<file path="src/rtl/etc_planar_tile_collector.sv">
// etc_planar_tile_collector
// Accepts one ETC2 planar block (O/H/V base colors + opaque flag), drives an
// external planar pixel generator through 16 pixel indices, collects the 16
// RGBA results and presents them as one 512-bit tile.
//
// Ports
//   sclk, rsrt                   clock, synchronous active-high reset
//   blk_valid/blk_ready          block handshake; blk_alpha, blk_base0/1/2 payload
//   gen_rtr, gen_pixIdx          pixel request to the generator
//   gen_alpha, gen_base0/1/2     block parameters held for the generator
//   gen_rts, gen_r/g/b/a         generator result (1-cycle registered latency)
//   tile_valid/tile_ready        tile handshake; tile_data pixel p at [32p+31:32p] = {a,b,g,r}
//
// Build option
//   ETC_BLK_PREFETCH_EN          adds a one-entry block prefetch register so the
//                                next block can be accepted while a tile is built.
module etc_planar_tile_collector (
  input  logic         sclk,
  input  logic         rsrt,
  input  logic         blk_valid,
  output logic         blk_ready,
  input  logic         blk_alpha,
  input  logic [23:0]  blk_base0,
  input  logic [23:0]  blk_base1,
  input  logic [23:0]  blk_base2,
  output logic         gen_rtr,
  output logic [3:0]   gen_pixIdx,
  output logic         gen_alpha,
  output logic [23:0]  gen_base0,
  output logic [23:0]  gen_base1,
  output logic [23:0]  gen_base2,
  input  logic         gen_rts,
  input  logic [7:0]   gen_r,
  input  logic [7:0]   gen_g,
  input  logic [7:0]   gen_b,
  input  logic [7:0]   gen_a,
  output logic         tile_valid,
  input  logic         tile_ready,
  output logic [511:0] tile_data
);

  localparam int unsigned NPIX  = 16;
  localparam int unsigned PIXW  = 32;
  localparam int unsigned CW    = 24;
  localparam int unsigned TILEW = NPIX * PIXW;
  localparam int unsigned CNTW  = 5;

  typedef enum logic [1:0] {S_IDLE, S_ISSUE, S_DONE} state_t;

  state_t            r_state, w_state_nxt;
  logic              r_blk_ready, r_tile_valid, r_gen_rtr, r_gen_alpha;
  logic [3:0]        r_pix_idx;
  logic [CW-1:0]     r_gen_base0, r_gen_base1, r_gen_base2;
  logic [CNTW-1:0]   r_iss_cnt, r_cap_cnt;
  logic [TILEW-1:0]  r_tile_data;

  logic w_blk_acc, w_tile_hs, w_cap, w_cap_last;
  logic w_load_blk, w_start, w_blk_ready_nxt, w_tile_valid_nxt;

`ifdef ETC_BLK_PREFETCH_EN
  logic          r_pf_valid, r_pf_alpha;
  logic [CW-1:0] r_pf_base0, r_pf_base1, r_pf_base2;
  logic          w_load_pf, w_pf_push;
`endif

  assign w_blk_acc  = blk_valid && r_blk_ready;
  assign w_tile_hs  = r_tile_valid && tile_ready;
  // Results are only taken while collecting and the tile is not yet full.
  assign w_cap      = gen_rts && (r_state == S_ISSUE) && !r_cap_cnt[CNTW-1];
  assign w_cap_last = w_cap && (r_cap_cnt == CNTW'(NPIX - 1));

  // State register
  always_ff @(posedge sclk) begin
    if (rsrt) r_state <= S_IDLE;
    else      r_state <= w_state_nxt;
  end

  // Next-state logic
  always_comb begin
    w_state_nxt = r_state;
    case (r_state)
      S_IDLE: begin
`ifdef ETC_BLK_PREFETCH_EN
        if (r_pf_valid || w_blk_acc) w_state_nxt = S_ISSUE;
`else
        if (w_blk_acc) w_state_nxt = S_ISSUE;
`endif
      end
      // Leave as the 16th pixel is written so tile_valid follows immediately.
      S_ISSUE: if (w_cap_last) w_state_nxt = S_DONE;
      S_DONE: begin
        if (w_tile_hs) begin
`ifdef ETC_BLK_PREFETCH_EN
          w_state_nxt = r_pf_valid ? S_ISSUE : S_IDLE;
`else
          w_state_nxt = S_IDLE;
`endif
        end
      end
      default: w_state_nxt = S_IDLE;
    endcase
  end

  // Output / control decode (next values of the registered outputs)
  always_comb begin
    w_load_blk       = 1'b0;
    w_start          = 1'b0;
    w_blk_ready_nxt  = 1'b0;
    w_tile_valid_nxt = (w_state_nxt == S_DONE);
`ifdef ETC_BLK_PREFETCH_EN
    w_load_blk      = (r_state == S_IDLE) && !r_pf_valid && w_blk_acc;
    w_load_pf       = r_pf_valid && ((r_state == S_IDLE) || ((r_state == S_DONE) && w_tile_hs));
    w_pf_push       = w_blk_acc && (r_state != S_IDLE);
    w_start         = w_load_blk || w_load_pf;
    w_blk_ready_nxt = !(w_pf_push || (r_pf_valid && !w_load_pf));
`else
    w_load_blk      = (r_state == S_IDLE) && w_blk_acc;
    w_start         = w_load_blk;
    w_blk_ready_nxt = (w_state_nxt == S_IDLE);
`endif
  end

  // Datapath: generator parameters, issue sequencing, pixel capture
  always_ff @(posedge sclk) begin
    if (rsrt) begin
      r_blk_ready  <= 1'b0;
      r_tile_valid <= 1'b0;
      r_gen_rtr    <= 1'b0;
      r_pix_idx    <= '0;
      r_gen_alpha  <= 1'b0;
      r_gen_base0  <= '0;
      r_gen_base1  <= '0;
      r_gen_base2  <= '0;
      r_iss_cnt    <= '0;
      r_cap_cnt    <= '0;
      r_tile_data  <= '0;
`ifdef ETC_BLK_PREFETCH_EN
      r_pf_valid   <= 1'b0;
      r_pf_alpha   <= 1'b0;
      r_pf_base0   <= '0;
      r_pf_base1   <= '0;
      r_pf_base2   <= '0;
`endif
    end else begin
      r_blk_ready  <= w_blk_ready_nxt;
      r_tile_valid <= w_tile_valid_nxt;

      if (w_start) begin
`ifdef ETC_BLK_PREFETCH_EN
        r_gen_alpha <= w_load_pf ? r_pf_alpha : blk_alpha;
        r_gen_base0 <= w_load_pf ? r_pf_base0 : blk_base0;
        r_gen_base1 <= w_load_pf ? r_pf_base1 : blk_base1;
        r_gen_base2 <= w_load_pf ? r_pf_base2 : blk_base2;
`else
        r_gen_alpha <= blk_alpha;
        r_gen_base0 <= blk_base0;
        r_gen_base1 <= blk_base1;
        r_gen_base2 <= blk_base2;
`endif
        r_gen_rtr <= 1'b1;
        r_pix_idx <= '0;
        r_iss_cnt <= '0;
        r_cap_cnt <= '0;
      end else if ((r_state == S_ISSUE) && r_gen_rtr) begin
        // 16 issue cycles plus one drain cycle holding index 15.
        if (r_iss_cnt < CNTW'(NPIX)) begin
          r_iss_cnt <= r_iss_cnt + CNTW'(1);
          if (r_pix_idx != 4'(NPIX - 1)) r_pix_idx <= r_pix_idx + 4'd1;
        end else begin
          r_gen_rtr <= 1'b0;
        end
      end else if (w_tile_hs) begin
        r_iss_cnt <= '0;
        r_cap_cnt <= '0;
        r_pix_idx <= '0;
      end

      if (w_cap) begin
        r_tile_data[{r_cap_cnt[3:0], 5'd0} +: PIXW] <= {gen_a, gen_b, gen_g, gen_r};
        r_cap_cnt <= r_cap_cnt + CNTW'(1);
      end

`ifdef ETC_BLK_PREFETCH_EN
      if (w_pf_push) begin
        r_pf_valid <= 1'b1;
        r_pf_alpha <= blk_alpha;
        r_pf_base0 <= blk_base0;
        r_pf_base1 <= blk_base1;
        r_pf_base2 <= blk_base2;
      end else if (w_load_pf) begin
        r_pf_valid <= 1'b0;
      end
`endif
    end
  end

  assign blk_ready  = r_blk_ready;
  assign gen_rtr    = r_gen_rtr;
  assign gen_pixIdx = r_pix_idx;
  assign gen_alpha  = r_gen_alpha;
  assign gen_base0  = r_gen_base0;
  assign gen_base1  = r_gen_base1;
  assign gen_base2  = r_gen_base2;
  assign tile_valid = r_tile_valid;
  assign tile_data  = r_tile_data;

endmodule

</file>
<file path="config.mk">
export PLATFORM = sky130hd
export DESIGN_NAME = etc_planar_tile_collector
export DESIGN_NICKNAME = d
export VERILOG_FILES = /design/src/rtl/etc_planar_tile_collector.sv
export SDC_FILE = /design/constraint.sdc
export NUM_CORES = 1
export LEC_CHECK = 0
export CAP_MARGIN = 5
export CELL_PAD_IN_SITES_DETAIL_PLACEMENT = 1
export CELL_PAD_IN_SITES_GLOBAL_PLACEMENT = 2
export CORE_MARGIN = 3
export CORE_UTILIZATION = 26
export CTS_CLUSTER_DIAMETER = 50
export DETAILED_ROUTE_END_ITERATION = 10
export PLACE_DENSITY = 0.89
export SETUP_SLACK_MARGIN = 0.1
export SLEW_MARGIN = 20
export SYNTH_ARGS = -nofsm -noshare
export SYNTH_HDL_FRONTEND = slang
export SYNTH_SLANG_ARGS = --single-unit
</file>
<file path="constraint.sdc">
create_clock -name sclk -period 2.5 [get_ports sclk]
set_input_delay 0.375 -clock sclk [delete_from_list [all_inputs] [get_ports sclk]]
set_output_delay 0.375 -clock sclk [all_outputs]
set_load 0.01 [all_outputs]
</file>
# After elaboration in Yosys (flattened, before gate mapping)

Cells that the tools add are included.

Output and inout bits: 592
Bits of input ports: 110
Register bits after elaboration: 604
Logic and storage cells: 64

Shifts and indexed selects: 2
Equal/unequal tests: 9
Reduce and logical (&&, ||, !) cells: 18
Multiplexer cells: 18
Order comparisons: 1
Add/sub/neg operators: 4

Operator list:

| operator                                                | number |
|---|---|
| bitwise mux 512 bit                                     | 1 |
| variable shift 32 x 11 -> 512 bit, first input constant | 1 |
| indexed part select 32 x 11 -> 512 bit                  | 1 |
| two-way mux 5 bit                                       | 6 |
| two-way mux 4 bit                                       | 4 |
| negation 9 -> 11 bit                                    | 1 |
| adder 5 x 1 -> 5 bit, second input constant             | 2 |
| logical AND 1 bit                                       | 7 |
| two-way mux 2 bit                                       | 3 |
| one-hot mux 2 bit (3 select lines)                      | 1 |
| AND reduction 2 bit                                     | 3 |
| equality test 5 x 4 -> 1 bit, second input constant     | 1 |
| less-than comparator 5 bit, second input constant       | 1 |
| adder 4 x 1 -> 4 bit, second input constant             | 1 |
| equality test 2 bit, second input constant              | 2 |
| zero test 2 bit                                         | 2 |
| != test 2 x 1 -> 1 bit, second input constant           | 2 |
| != test 4 bit, second input constant                    | 1 |
| nonzero test 2 bit                                      | 2 |
| two-way mux 1 bit                                       | 3 |
| != test 3 bit, second input constant                    | 1 |
| AND reduction 3 bit                                     | 1 |
| nonzero test 3 bit                                      | 1 |
| equality test 2 x 1 -> 1 bit, second input constant     | 1 |
| 3 further kinds                                         | 3 |

# Longest topological paths before layout

Depth after elaboration: 7
Gate-level depth with buffers: 9

# Least setup slack after synthesis

No wires, ideal clock.

Path kind: register to register
Start: register r_cap_cnt[0]
End: register r_tile_data[130] (netlist: tile_data[130])
Arrival: 2.380 ns
Slack: -0.007 ns
Cell stages (with the launch flop): 9
Setup time: 0.126 ns
Path buffers: 2
Cell sequence: dfxtp_1 > buf_6 > inv_1 > ha_1 > or4b_2 > nor3b_2 > nand4_1 > buf_2 > mux2i_1

Longest elaborated chain between the ends: 3
Elaborated cells on any way between the ends: 4

RTL lines:

| element                                                                                            | line | source |
|---|---|---|
| from (decl)                                                                                        | 54   | `logic [CNTW-1:0] r_iss_cnt, r_cap_cnt;` |
| from (signal assigned)                                                                             | 180  | `r_cap_cnt <= r_cap_cnt + CNTW'(1);` |
| negation 9 -> 11 bit (*)                                                                           | 179  | `r_tile_data[{r_cap_cnt[3:0], 5'd0} +: PIXW] <= {gen_a, gen_b, gen_g, gen_r};` |
| indexed part select 32 x 11 -> 512 bit / variable shift 32 x 11 -> 512 bit (equally long branches) | 179  |  |
| bitwise mux 512 bit (*)                                                                            | 179  |  |
| to (signal, indexed assignment)                                                                    | 179  |  |
| to (decl)                                                                                          | 55   | `logic [TILEW-1:0] r_tile_data;` |

Mark *: on every way between the ends. The rest lies on a longest branch, timed or not.
A chain may end at the register's enable or synchronous reset.

# Worst setup path in the final report

Start: register r_cap_cnt[0]
End: register r_tile_data[299] (netlist: tile_data[299])

The elaborated chain is that of the path after synthesis.

==> metrics.md <==
| Metric | Value |
|---|---|
| Post-synth net total | `2423` |
| Multi-input gate area | `10500 sq um` |
| Worst Tran Pin Value | `0.762 ns` |
| First-pass GRT wire length | `140000 um` |
| Initial core utilization | `26.5%` |
| Clock Skews | `0.0231 ns` |
| Worst Path Arrival | `2.77 ns` |
| Vias in the first global route | `20500` |
| Clock power frac | `54.1%` |
| Input/output buffers | `701` |
| Final wirelength | `96000 um` |
| Main combinational cell family by area after synthesis | `simple AND/OR/NAND/NOR gates` |
| Sequential area share after synthesis | `52.1%` |
| CTS Buf Count | `87` |
| Drt initial violations | `951` |
| #FFs+latches synth | `604` |
| GRT Total Usage | `19.9%` |
| Largest net degree at the start of global routing | `128` |
| CTS Buffer Depth | `3` |
| Synth area leaders | `dfxtp_1 52%, mux2i_1 18%, nand2b_1 13%` |
| Vias per cell | `4.55` |
| 1st-pass router iterations | `4` |
| Post-synth EDFFs | `0` |
| Mux contribution to synthesized area | `17.9%` |
| Final core utilization | `39.9%` |
| Slowest-stage cell, CP | `or4_4` |
| Synth Instances | `2306` |
| Reg power frac | `40.8%` |
| Worst EP required | `2.99 ns` |
| Area grow syn2layout | `50.7%` |
| P_int | `0.0182 W` |
| Mean area per synthesized cell | `10.1 sq um` |
| Core area | `87700 sq um` |
| Gpl congestion | `0.776` |
| RSZ-0062 raised after global routing | `no` |
| Area share of fa/ha/maj cells after synthesis | `0.377%` |
| Crit-path max FO | `64` |
| GR Overflow Total | `0` |
| TritonCTS Sinks | `604` |
| Die height | `305 um` |
| Final number of max-transition violations | `0` |
| Area leader, netlist | `dfxtp_1` |
| Total Die Area | `92900 sq um` |
| Xor/xnor share of the synthesized area | `0.0377%` |
| Crit start category | `register` |
| Row cnt | `108` |
| Fillers | `9607` |
| Hold buffer count at cts | `0` |
| Peak Freq | `439 MHz` |
| Yosys top cell area share | `52.1%` |
| Count of cell types in the netlist | `47` |
| Comb pwr share | `5.1%` |
| Hold Path Class | `primary input to register` |
| Setup violations, final | `0` |
| Share of layout cells above drive strength 1 | `9.24%` |
| Setup TNS | `0 ns` |
| Initial antenna violation count | `7` |
| Power per Cell Area | `682 nW/um^2` |
| Period minus WS final | `2.28 ns` |
| Synth Area in Compound Gates | `5.05%` |
| Post-synthesis simple-gate area fraction | `21.2%` |
| Net Sw Power | `0.00573 W` |
| Count leader, synth | `dfxtp_1` |
| Main synth FF type | `dfxtp_1` |
| Avg WL per Cell | `22.7 um` |
| I/O Pins | `702` |
| Final Cycle Share | `91.2%` |
| DRC | `0` |
| Register area | `12100 sq um` |
| Max-cap violations | `0` |
| Status | `finished clean` |
| Synth Warn # | `0` |
| Vias | `19300` |
| TritonCTS clock tree | `yes` |
| Final #Nets | `3118` |
| Worst VDD drop | `0.518 mV` |
| FFs w/ async S/R, synth | `0%` |
| Crit path largest cell delay | `0.60 ns` |
| Final hold violations | `0` |
| Root buf cell | `clkbuf_16` |
| Leakage power | `13.5 nW` |
| ANT nets after route | `0` |
| Post-DP HPWL | `67700 um` |
| Clk_lat worst skew | `0.63 ns` |
| CTS clock-pin slew for the worst setup and hold paths | `0.05 ns` |
| Mapped Area | `23200 sq um` |
| Die Width | `305 um` |
| WS Path Type | `register to register` |
| Worst slew margin | `49.0%` |
| Critical-path cell list | `buf_4 -> or4_4 -> a2111o_2 -> buf_12 -> nand3b_1 -> o21ai_0` |
| Crit end category | `register` |
| H-tree depth | `3` |
| Switch share | `24.0%` |
| Post-synth top cells | `604 x dfxtp_1, 483 x nand2b_1, 416 x mux2i_1, 286 x nand2_1, 122 x a21oi_1` |
-- flip-flops by register name, summed over array words and instances, names as in the netlist --
register,cells
blk_ready,1
gen_alpha,1
gen_base0,24
gen_base1,24
gen_base2,24
gen_pixIdx,4
gen_rtr,1
r_cap_cnt,5
r_iss_cnt,5
r_state,2
tile_data,512
tile_valid,1
-- logic make-up after synthesis --
logic type                 after synthesis
and+or+nand+nor                        900
buffers and inverters                  177
DFF                                    604
xor gates and xnor gates                 1
muxes                                  416
adders and majority gates                7
AOI/OAI and AO/OA                      201
-- cells in the final DEF (no fill, tap or decap), drive strengths merged, types with 3 or more instances in the layout --
cell type / Yosys / routed
nand2b: 483 / 483
nand3b: 36 / 36
buf: 53 / 74
ha: 7 / 7
nand3: 37 / 37
clkinvlp: 0 / 8
mux2i: 416 / 416
clkinv: 0 / 19
nand2: 286 / 286
nand4: 8 / 8
nor2: 15 / 15
nor3: 7 / 7
diode: 0 / 4
inv: 9 / 26
and3: 6 / 6
clkbuf: 115 / 109
o21ai: 69 / 69
clkdlybuf4s50: 0 / 700
a21oi: 122 / 122
dfxtp: 604 / 604
bufinv: 0 / 9
nor4bb: 3 / 3
-- power groups by stage --
stage	clock [W]	sequential [W]	combinational, W
after floorplan	0	0.0100	0.000472
final	0.0129	0.00976	0.00122
after CTS	0.0133	0.00976	0.00124
after global routing	0.0137	0.00976	0.00130
after detailed placement	0	0.00996	0.00123
after global placement	0	0.00996	0.00123
-- critical path: cells and delay by family (launching register included) --
kind / cells / cell delay [ns]
DFF: 1 / 0.33
and+or+nand+nor: 2 / 0.74
buffers and inverters: 2 / 0.38
AOI/OAI and AO/OA: 2 / 0.62
-- area by class of cell --
type	count	area share (%)
timing repair buffer	774	22.5
sequential	604	34.5
inverter	9	0.104
multi-input combinational	1525	29.9
clock inverter	53	1.96
tap	1155	4.13
antenna	4	0.0286
clock buffer	109	6.86
-- path summary, 6_finish.rpt --
path	from	to	slack (ns)	depth (start not counted)
hold reg to reg	tile_data[11]	tile_data[11]	0.45	2
setup / recovery	r_cap_cnt[0]	tile_data[299]	0.22	6
hold / removal	rsrt	r_cap_cnt[4]	0.22	2
setup reg to reg	r_cap_cnt[0]	tile_data[299]	0.22	6
-- layer usage --
metal / routed length, um / GRT usage, % / vias up / share of wire [%]
li1: - / - / 9057 / -
met1: 41700 / 24.7 / 9520 / 43
met2: 44100 / 32.4 / 535 / 46
met3: 6470 / 5.65 / 158 / 6.7
met4: 3710 / 7.86 / 0 / 3.9
met5: 0 / 0 / - / 0
-- stage by stage --
step	instances	hold WS (ns)	power, W	setup slack (ns)	area [sq um]
finish	4233	0.219	0.0239	0.220	35000
global route	4232	0.236	0.0247	0.148	35000
CTS	4228	0.200	0.0243	0.131	35000
detailed placement	4063	0.447	0.0112	0.0562	31800
global placement	4063	0.438	0.0112	0.0906	31800
floorplan	2306	0.457	0.0105	0.123	23300
-- timing repair --
item	4_1_cts	5_1_grt
setup buffers	2	1
pin swaps	2	2
gates cloned	1	0
resized for setup	3	2
setup endpoints to repair	32	76
No activity file was read; power rests on OpenSTA's default activity.
